### src/rtl/fp32_pkg.sv
// rtl/fp32_pkg.sv - shared FP32 constants and round/pack state encoding
package fp32_pkg;

    localparam int BIAS    = 127;
    localparam int EXP_MAX = 255;
    localparam logic [31:0] QNAN = 32'h7FC00000;
    localparam int SIG_W   = 24;
    localparam int FRAC_W  = 23;

    typedef enum logic [2:0] {
        IDLE,
        NORM,
        DENORM,
        ROUND,
        PACK
    } state_t;

endpackage

### src/rtl/fp32_rne_round.sv
// rtl/fp32_rne_round.sv - combinational round-to-nearest-even increment on a 24-bit significand
module fp32_rne_round
    import fp32_pkg::*;
(
    input  logic [SIG_W-1:0] s,
    input  logic             g,
    input  logic             S,
    output logic [SIG_W:0]   r,
    output logic             inexact
);

    logic inc;

    // Ties (g set, nothing below) only round up when the kept LSB is odd.
    assign inc     = g & (S | s[0]);
    assign r       = {1'b0, s} + {{SIG_W{1'b0}}, inc};
    assign inexact = g | S;

endmodule

### src/rtl/fp32_round_pack.sv
// rtl/fp32_round_pack.sv - FP32 multiplier normalise/round/pack stage, one shift per cycle
// Optional flush-to-zero of tiny results when FP32_FTZ_EN is defined.
module fp32_round_pack
    import fp32_pkg::*;
#(
    parameter int EXP_W  = 10,
    parameter int MANT_W = 48
) (
    input  logic              clk,
    input  logic              rst,
    input  logic              start_i,
    input  logic              sign_i,
    input  logic [EXP_W-1:0]  exp_i,
    input  logic [MANT_W-1:0] mant_i,
    input  logic              nan_i,
    input  logic              inf_i,
    input  logic              zero_i,
    output logic [31:0]       product_o,
    output logic              done_o,
    output logic              busy_o,
    output logic              overflow_o,
    output logic              underflow_o,
    output logic              inexact_o
);

    localparam int HID     = MANT_W - 2;
    localparam int GRD     = HID - SIG_W;
    localparam int DEN_LIM = -MANT_W;
    localparam logic signed [EXP_W:0] E_ONE = (EXP_W+1)'(1);

    state_t                  state;
    logic signed [EXP_W:0]   e;
    logic [MANT_W-1:0]       m;
    logic                    st;
    logic                    sign;
    logic                    nan_q;
    logic                    inf_q;
    logic                    zero_q;
    logic [SIG_W-1:0]        sig_r;
    logic                    tiny;
    logic                    inx;

    logic [SIG_W-1:0]        s;
    logic                    g;
    logic                    sticky_all;
    logic [SIG_W:0]          r;
    logic                    rnd_inexact;

    assign s          = m[HID -: SIG_W];
    assign g          = m[GRD];
    assign sticky_all = (|m[GRD-1:0]) | st;

    fp32_rne_round u_round (
        .s       (s),
        .g       (g),
        .S       (sticky_all),
        .r       (r),
        .inexact (rnd_inexact)
    );

    always_ff @(posedge clk) begin
        if (rst) begin
            state       <= IDLE;
            e           <= '0;
            m           <= '0;
            st          <= 1'b0;
            sign        <= 1'b0;
            nan_q       <= 1'b0;
            inf_q       <= 1'b0;
            zero_q      <= 1'b0;
            sig_r       <= '0;
            tiny        <= 1'b0;
            inx         <= 1'b0;
            product_o   <= '0;
            done_o      <= 1'b0;
            busy_o      <= 1'b0;
            overflow_o  <= 1'b0;
            underflow_o <= 1'b0;
            inexact_o   <= 1'b0;
        end else begin
            done_o <= 1'b0;
            case (state)
                IDLE: begin
                    if (start_i) begin
                        sign   <= sign_i;
                        e      <= {exp_i[EXP_W-1], exp_i};
                        m      <= mant_i;
                        st     <= 1'b0;
                        nan_q  <= nan_i;
                        inf_q  <= inf_i;
                        zero_q <= zero_i;
                        busy_o <= 1'b1;
                        state  <= (nan_i | inf_i | zero_i) ? PACK : NORM;
                    end
                end
                NORM: begin
                    if (m[MANT_W-1]) begin
                        m     <= m >> 1;
                        st    <= st | m[0];
                        e     <= e + E_ONE;
                        state <= DENORM;
                    end else if (!m[HID] && (m != '0) && (int'(e) > 1)) begin
                        m <= m << 1;
                        e <= e - E_ONE;
                    end else begin
                        state <= DENORM;
                    end
                end
                DENORM: begin
`ifdef FP32_FTZ_EN
                    // Anything that would land below the normal range is flushed in one step.
                    if (((int'(e) < 1) || !m[HID]) && ((m != '0) || st)) begin
                        m     <= '0;
                        st    <= 1'b1;
                        e     <= E_ONE;
                        state <= ROUND;
                    end else if (int'(e) < 1) begin
                        e     <= E_ONE;
                        state <= ROUND;
                    end else begin
                        state <= ROUND;
                    end
`else
                    // Past 48 shifts every bit is sticky, so stop shifting early.
                    if (int'(e) <= DEN_LIM) begin
                        st    <= st | (|m);
                        m     <= '0;
                        e     <= E_ONE;
                        state <= ROUND;
                    end else if (int'(e) < 1) begin
                        m  <= m >> 1;
                        st <= st | m[0];
                        e  <= e + E_ONE;
                    end else begin
                        state <= ROUND;
                    end
`endif
                end
                ROUND: begin
                    tiny <= ~m[HID];
                    inx  <= rnd_inexact;
                    if (r[SIG_W]) begin
                        sig_r <= r[SIG_W:1];
                        e     <= e + E_ONE;
                    end else begin
                        sig_r <= r[SIG_W-1:0];
                    end
                    state <= PACK;
                end
                PACK: begin
                    overflow_o  <= 1'b0;
                    underflow_o <= 1'b0;
                    inexact_o   <= 1'b0;
                    if (nan_q) begin
                        product_o <= QNAN;
                    end else if (inf_q) begin
                        product_o <= {sign, 8'hFF, 23'h0};
                    end else if (zero_q || ((m == '0) && !st)) begin
                        product_o <= {sign, 31'h0};
                    end else if (int'(e) >= EXP_MAX) begin
                        product_o  <= {sign, 8'hFF, 23'h0};
                        overflow_o <= 1'b1;
                        inexact_o  <= 1'b1;
                    end else begin
                        // A subnormal that rounded up into bit 23 picks up field 1 from e.
                        product_o   <= {sign, (sig_r[SIG_W-1] ? e[7:0] : 8'h00), sig_r[FRAC_W-1:0]};
                        underflow_o <= tiny & inx;
                        inexact_o   <= inx;
                    end
                    done_o <= 1'b1;
                    busy_o <= 1'b0;
                    state  <= IDLE;
                end
                default: state <= IDLE;
            endcase
        end
    end

endmodule

### config.mk
export PLATFORM = sky130hd
export DESIGN_NAME = fp32_round_pack
export DESIGN_NICKNAME = d
export VERILOG_FILES = /design/src/rtl/fp32_pkg.sv /design/src/rtl/fp32_rne_round.sv /design/src/rtl/fp32_round_pack.sv
export SDC_FILE = /design/constraint.sdc
export NUM_CORES = 1
export LEC_CHECK = 0
export ABC_AREA = 1
export BUFFER_PORTS_ARGS = -buffer_cell sky130_fd_sc_hd__buf_2
export CAP_MARGIN = 20
export CORE_AREA = 2 2 116 118
export DETAILED_ROUTE_END_ITERATION = 8
export DIE_AREA = 0 0 118 120
export PLACE_DENSITY = 0.85
export SETUP_SLACK_MARGIN = 0.5
export SLEW_MARGIN = 10
export SYNTH_ARGS = -nofsm -noshare
export SYNTH_HDL_FRONTEND = slang
export SYNTH_HIERARCHICAL = 1
export SYNTH_SLANG_ARGS = --single-unit
### constraint.sdc
create_clock -name clk -period 8.1 [get_ports clk]
set_clock_uncertainty 0.05 [all_clocks]
set_input_delay 1.215 -clock clk [delete_from_list [all_inputs] [get_ports clk]]
set_output_delay 1.215 -clock clk [all_outputs]
set_load 0.005 [all_outputs]
# Word-level counts from Yosys, hierarchy flattened
# Cells that the tools add are included.
[word_totals]
reg_bits = 130
word_cells = 113
output_inout_bits = 37
in_bits = 65
[classes]
mux = 46
n_addsub = 3
n_eq_ne = 11
n_bitwise = 10
n_reduce_logical = 21
n_lt_le_gt_ge = 4
[ops]
columns = ["operator", "count"]
rows = [
  ["48-bit two-way mux", 5],
  ["48-bit one-hot mux with 3 select lines", 1],
  ["31-bit two-way mux", 3],
  ["11-bit two-way mux", 6],
  ["48-bit logical NOT", 1],
  ["48-bit nonzero test", 1],
  ["48-bit OR reduction", 1],
  ["11-bit one-hot mux with 4 select lines", 1],
  ["32-bit two-way mux", 1],
  ["24-bit by 1-bit adder with 25-bit output", 1],
  ["24-bit two-way mux", 1],
  ["22-bit OR reduction", 1],
  ["1-bit two-way mux", 18],
  ["3-bit two-way mux", 6],
  ["3-bit != test (second input constant)", 4],
  ["3-bit one-hot mux with 4 select lines", 1],
  ["11-bit by 2-bit adder with 11-bit output (second input constant)", 1],
  ["11-bit by 9-bit >= comparator with 1-bit output (second input constant)", 1],
  ["11-bit by 2-bit > comparator with 1-bit output (second input constant)", 1],
  ["11-bit by 7-bit <= comparator with 1-bit output (second input constant)", 1],
  ["11-bit by 2-bit < comparator with 1-bit output (second input constant)", 1],
  ["11-bit by 2-bit subtractor with 11-bit output (second input constant)", 1],
  ["8-bit two-way mux", 1],
  ["4-bit AND reduction", 2],
  ["other kinds (19)", 34],
]

# Longest topological paths before layout
[depth]
word_depth = 7
ltp_mapped = 23
depth_no_buf = 22

# Modules after synthesis
# Netlist, hierarchy kept.
[modules_own_cells]
columns = ["mod", "instances", "seq_area_each_um2", "cells_each", "area_per_inst_um2"]
rows = [
  ["fp32_round_pack", 1, 2602.5, 1169, 7268.2],
  ["fp32_rne_round", 1, 0.0, 126, 743.2],
]

# Worst setup path before layout
# No wires, ideal clock.
[synth_path]
path_kind = "register to register"
from = "reg m[2]"
to = "reg e[10]"
setup_slack_ps = 5320
period_less_slack_ps = 2780
required_ps = 7986
path_buffers = 1
stages_incl_launch_ff = 24
setup_time_ps = 64
t_arrival_ps = 2666
cell_sequence = "dfxtp_1 -> nor2_1 -> nand2_1 -> nor2_1 -> nand4_1 -> o21a_1 -> ha_1 -> ha_1 -> nand2_2 -> nor2_8 -> nand2_4 -> nor2_8 -> nand3_2 -> nor2_2 -> inv_1 -> nand2_1 -> nand2_1 -> nand3b_1 -> inv_1 -> nand2_1 -> buf_4 -> nand2_1 -> nand2_1 -> nor2_1"
[synth_via]
elab_chain_len = 7
word_cells_on_any_way = 11
classes_between = "1 x add/sub; 2 x eq/ne; 3 x bitwise; 5 x reduce/logical"
[synth_rtl]
columns = ["element", "line", "rtl"]
rows = [
  ["start, declared", "fp32_round_pack.sv:33", "logic [MANT_W-1:0] m;"],
  ["start signal, assigned", "fp32_round_pack.sv:87", "m <= mant_i;"],
  ["start signal, assigned", "fp32_round_pack.sv:98", "m <= m >> 1;"],
  ["start signal, assigned", "fp32_round_pack.sv:103", "m <= m << 1;"],
  ["22-bit OR reduction", "fp32_round_pack.sv:51", "assign sticky_all = (|m[GRD-1:0]) | st;"],
  ["1-bit bitwise OR", "fp32_round_pack.sv:51", ""],
  ["via sticky_all", "fp32_round_pack.sv:45", "logic sticky_all;"],
  ["1-bit bitwise OR", "fp32_rne_round.sv:15", "assign inc = g & (S | s[0]);"],
  ["1-bit AND", "fp32_rne_round.sv:15", ""],
  ["24-bit by 1-bit adder with 25-bit output", "fp32_rne_round.sv:16", "assign r = {1'b0, s} + {{SIG_W{1'b0}}, inc};"],
  ["via r[24]", "fp32_round_pack.sv:46", "logic [SIG_W:0] r;"],
  ["2-bit != test (no line)", "-", ""],
  ["5-bit AND reduction (no line)", "-", ""],
  ["end signal, assigned", "fp32_round_pack.sv:86", "e <= {exp_i[EXP_W-1], exp_i};"],
  ["end signal, assigned", "fp32_round_pack.sv:100", "e <= e + E_ONE;"],
  ["end signal, assigned", "fp32_round_pack.sv:104", "e <= e - E_ONE;"],
  ["end, declared", "fp32_round_pack.sv:32", "logic signed [EXP_W:0] e;"],
]
# The timed path passes the listed nets, and every way through them passes these cells.
# A chain may end at the register's enable or synchronous reset.

# Final worst setup path
[layout_path]
from = "reg m[19]"
to = "reg e[2]"
# Same word-level chain as after synthesis.

==> qor_table.md <==
| Group | Item | This run |
| --- | --- | --- |
| critical path | Crit-path most repeated cell | sky130_fd_sc_hd__nand2_1 |
| clock tree | CTS-repair resized insts | 0 |
| floorplanning | Core Area | 13000 um^2 |
| synth | Post-Syn Nets | 1365 |
| global routing | Number of global-route vias before repair | 7634 |
| floorplanning | Die W | 118 um |
| critical path | Required time of the critical path | 8410 ps |
| power | Peak supply drop | 0.280 mV |
| run status | Run status | complete, no violations |
| detailed routing | Aggregate routed wire length | 21200 um |
| worst hold path | Class of the tightest hold or removal check | register to register |
| critical path | Cell with the largest stage delay on the worst path | sky130_fd_sc_hd__nor2_2 |
| synth | Mean post-synth cell area | 6.19 um^2 |
| clock tree | Clock latency on the worst-skew pair | 430 ps |
| clock tree | Maximum level of the CTS H-tree | 4 |
| placed design | Minimum setup slack after placement | 3880 ps |
| critical path | End of the worst register-to-register path | e[2] |
| final layout | Most common cell after layout, fill and taps aside | sky130_fd_sc_hd__nand2_1 |
| global routing | Largest net degree at the start of global routing | 78 |
| final layout | Area of the multi-input gates | 4670 um^2 |
| synth | Instance count of the mapped netlist | 1295 |
| detailed routing | Drt first-iter violations | 800 |
| sta | Total setup violations reported at the end of the flow | 0 |
| critical path | Kind of end point of the critical path | register |
| sta | Total Negative Setup Slacks | 0 ps |
| clock tree | CTS tree | built |
| global routing | Initial antenna violation count | 0 |
| clock tree | Clock buffer depth | 2 |
| critical path | End point of the critical path | e[2] |
| critical path | Worst setup path start | m[19] |
| final layout | Layout overhead on the synthesized area | 12.7% |
| sta | Final-report max-slew violation count | 0 |
| detailed routing | Number of vias per cell after detailed routing | 5.61 |
| critical path | Startpoint of the lowest-slack register-to-register path | m[19] |
| critical path | Critical-path cell list | nor2_1 -> nand2_1 -> nor2_1 -> nand4_1 -> o21a_1 -> ha_1 -> ha_1 -> nand2_2 -> nor2_8 -> nand2_4 -> nor2_8 -> nand3_2 -> nor2_2 -> inv_1 -> nand2_1 -> nand2_1 -> nand3b_1 -> inv_1 -> nand2_1 -> nand2_1 -> nand2_1 -> a21oi_1 |
| detailed routing | Router iterations before antenna repair | 5 |
| placed design | HPWL after detailed placement | 14300 um |
| detailed routing | Via count | 8621 |
| synth | Synthesized area | 8010 um^2 |
| critical path | Kind of cell adding the most delay to the critical path | simple AND/OR/NAND/NOR gates |
| floorplanning | Vertical die dimension | 120 um |
| critical path | CP peak stage delay | 650 ps |
| global routing | Global-route wire length before repair | 35900 um |
| global routing | Aggregate global-route resource usage | 30.6% |
| synth | Sequential area share after synthesis | 32.5% |
| synth | Post-synth EDFFs | 0 |
| critical path | Instance count on the critical path | 22 |
| placed design | Number of buffer cells added on primary ports | 101 |
| clock tree | Clock-pin slew on the worst setup and hold paths | 60 ps |
| sta | Final critical-path share of the clock period | 53.2% |
| floorplanning | Die footprint | 14200 um^2 |
| global routing | Congestion Overflow GR | 0 |
| critical path | Critical Path Source Type | register |
| critical path | Arrival time of data at the critical path endpoint | 4620 ps |
| clock tree | Root Buffer | sky130_fd_sc_hd__clkbuf_16 |
| synth | Yosys Warn Count | 6 |
| sta | Smallest hold slack | 414 ps |
| final layout | # diodes | 0 |
| sta | Hold violation total from the final report | 0 |
| detailed routing | Final routed wire length divided by cell count | 13.8 um |
| synth | Most common flop cell mapped by yosys | sky130_fd_sc_hd__dfxtp_1 |
| critical path | Worst-case register-to-register setup slack | 3790 ps |
| sta | Max Freq | 0.232 GHz |
| sta | Worst Slack Setup Final | 3790 ps |
| synth | Async set-or-reset flop fraction in the synthesized netlist | 0% |
| sta | Actual slew at the worst max-slew pin | 1030 ps |
| critical path | Largest driver fanout on the critical path | 24 |
| power | Leak pwr | 4.15 nW |
| critical path | CP Class | register to register |
| power | Power density relative to cell area | 392 nW/um^2 |
| placed design | RD Place Congestion | 0.996 |
| clock tree | Number of sinks on the clock net | 130 |
| detailed routing | Number of antenna-violating nets in the routed design | 0 |
| sta | Setup repair after global routing missed its margin | no |
| flow run | Max-cap violations | 0 |
| critical path | CP Buf/Inv Count | 2 |
| final layout | Final-stage net count | 1418 |
| final layout | Most frequent cells in the layout | 409 x sky130_fd_sc_hd__nand2_1, 158 x sky130_fd_sc_hd__nor2_1, 130 x sky130_fd_sc_hd__dfxtp_1 |
| floorplanning | Standard-cell rows | 42 |
| final layout | Number of filler cells placed in the layout | 1170 |
| synth | Register bit total from synthesis | 130 |
| clock tree | Number of buffers inserted during clock tree synthesis | 17 |
| synth | Count of distinct cell types in the synthesized netlist | 42 |
| sta | Clock period minus worst slack | 4310 ps |
| clock tree | Number of hold buffers added after CTS | 0 |
| final layout | Register area | 2600 um^2 |
| final layout | Ratio of cells with drive above 1 in the final layout | 14.3% |
| floorplanning | Starting Density | 61.7% |
| floorplanning | Number of ports placed on the die boundary | 102 |
| clock tree | # Post-CTS Setup Buffers | 0 |
| critical path | Depth of the worst register-to-register path | 22 |
| sta | Tightest slew margin relative to the limit | 31.1% |
| detailed routing | Post-route DRC violation count | 0 |
-- worst min-delay path by stage --
stage | from | endpoint | depth (start not counted)
6_report | product_o[1] | product_o[1] | 2
3_3_place_gp | sign | product_o[31] | 2
2_1_floorplan | sign | product_o[31] | 2
5_1_grt | product_o[1] | product_o[1] | 2
3_5_place_dp | product_o[12] | product_o[12] | 2
4_1_cts | product_o[19] | product_o[19] | 2
-- synth_stat cells, types with 5 or more instances --
master | instances | share of area (%)
sky130_fd_sc_hd__a31oi_1 | 23 | 1.8
sky130_fd_sc_hd__inv_1 | 98 | 4.6
sky130_fd_sc_hd__inv_2 | 11 | 0.52
sky130_fd_sc_hd__nand3_1 | 77 | 4.8
sky130_fd_sc_hd__nand2_1 | 409 | 19
sky130_fd_sc_hd__nor2_2 | 11 | 0.86
sky130_fd_sc_hd__nand3b_1 | 7 | 0.66
sky130_fd_sc_hd__dfxtp_1 | 130 | 32
sky130_fd_sc_hd__clkbuf_1 | 39 | 1.8
sky130_fd_sc_hd__nand2_2 | 6 | 0.47
sky130_fd_sc_hd__o21ai_0 | 89 | 5.6
sky130_fd_sc_hd__nand4_1 | 37 | 2.9
sky130_fd_sc_hd__buf_2 | 21 | 1.3
sky130_fd_sc_hd__nor2_1 | 160 | 7.5
sky130_fd_sc_hd__nor2_4 | 6 | 0.84
sky130_fd_sc_hd__xor2_1 | 13 | 1.4
sky130_fd_sc_hd__xnor2_1 | 6 | 0.66
sky130_fd_sc_hd__a21oi_1 | 86 | 5.4
sky130_fd_sc_hd__ha_1 | 5 | 0.78
sky130_fd_sc_hd__a22oi_1 | 13 | 1.2
-- area by class of cell --
class,count,area share [%]
Multi-Input combinational cell,983,51.7
Sequential cell,130,28.8
Timing Repair Buffer,106,6.14
Clock buffer,20,4.95
Inverter,110,4.57
Tap cell,176,2.44
Clock inverter,12,1.36
-- kinds of logic after synthesis --
kind of cell    count (synthesis)  share of synthesized area (%)
buf+inv                       182                           9.43
compound gates                224                           15.1
fa+ha+maj                       5                          0.781
flops                         130                           32.5
xor+xnor                       20                           2.28
simple gates                  734                           39.9
-- routing by layer --
layer,up-vias,share of wire (%),GRT usage [%],wire [um]
met1,3892,46,43.3,9710
li1,4298,-,-,-
met3,37,8.7,5.89,1840
met2,394,44,46.9,9270
met4,0,1.8,10.5,374
met5,-,0,0,0
-- metrics by stage --
stage | total power [mW] | instances | area [um^2] | util [%]
after floorplan | 2.43 | 1295 | 8010 | -
after global placement | 2.71 | 1503 | 8430 | 65.0
after detailed placement | 2.75 | 1503 | 8430 | 65.0
after CTS | 3.49 | 1535 | 9000 | 69.3
after global routing | 3.86 | 1537 | 9030 | 69.5
final | 3.54 | 1537 | 9030 | 69.5
-- flip-flops by register name, summed over array words and instances (netlist names) --
signal / cells
state: 3
m: 48
busy_o: 1
product_o: 32
sig_r: 24
inf_q: 1
tiny: 1
nan_q: 1
inx: 1
sign: 1
st: 1
e: 11
overflow_o: 1
underflow_o: 1
done_o: 1
zero_q: 1
inexact_o: 1
-- power by group --
part | total (mW) | switching (mW) | internal [mW]
Sequential | 1.03 | 0.214 | 0.813
Combinational | 1.77 | 1.22 | 0.556
Clock | 0.742 | 0.306 | 0.436
-- worst reg2reg max path, delay by kind of cell, from the launching register on --
family / cells / cell delay, ps
flip-flops: 1 / 390
buffers and inverters: 2 / 650
adder cells (fa/ha/maj): 2 / 390
AO/OA/AOI/OAI: 2 / 280
AND/OR/NAND/NOR: 16 / 2480
(Power assumes the default switching activity.)
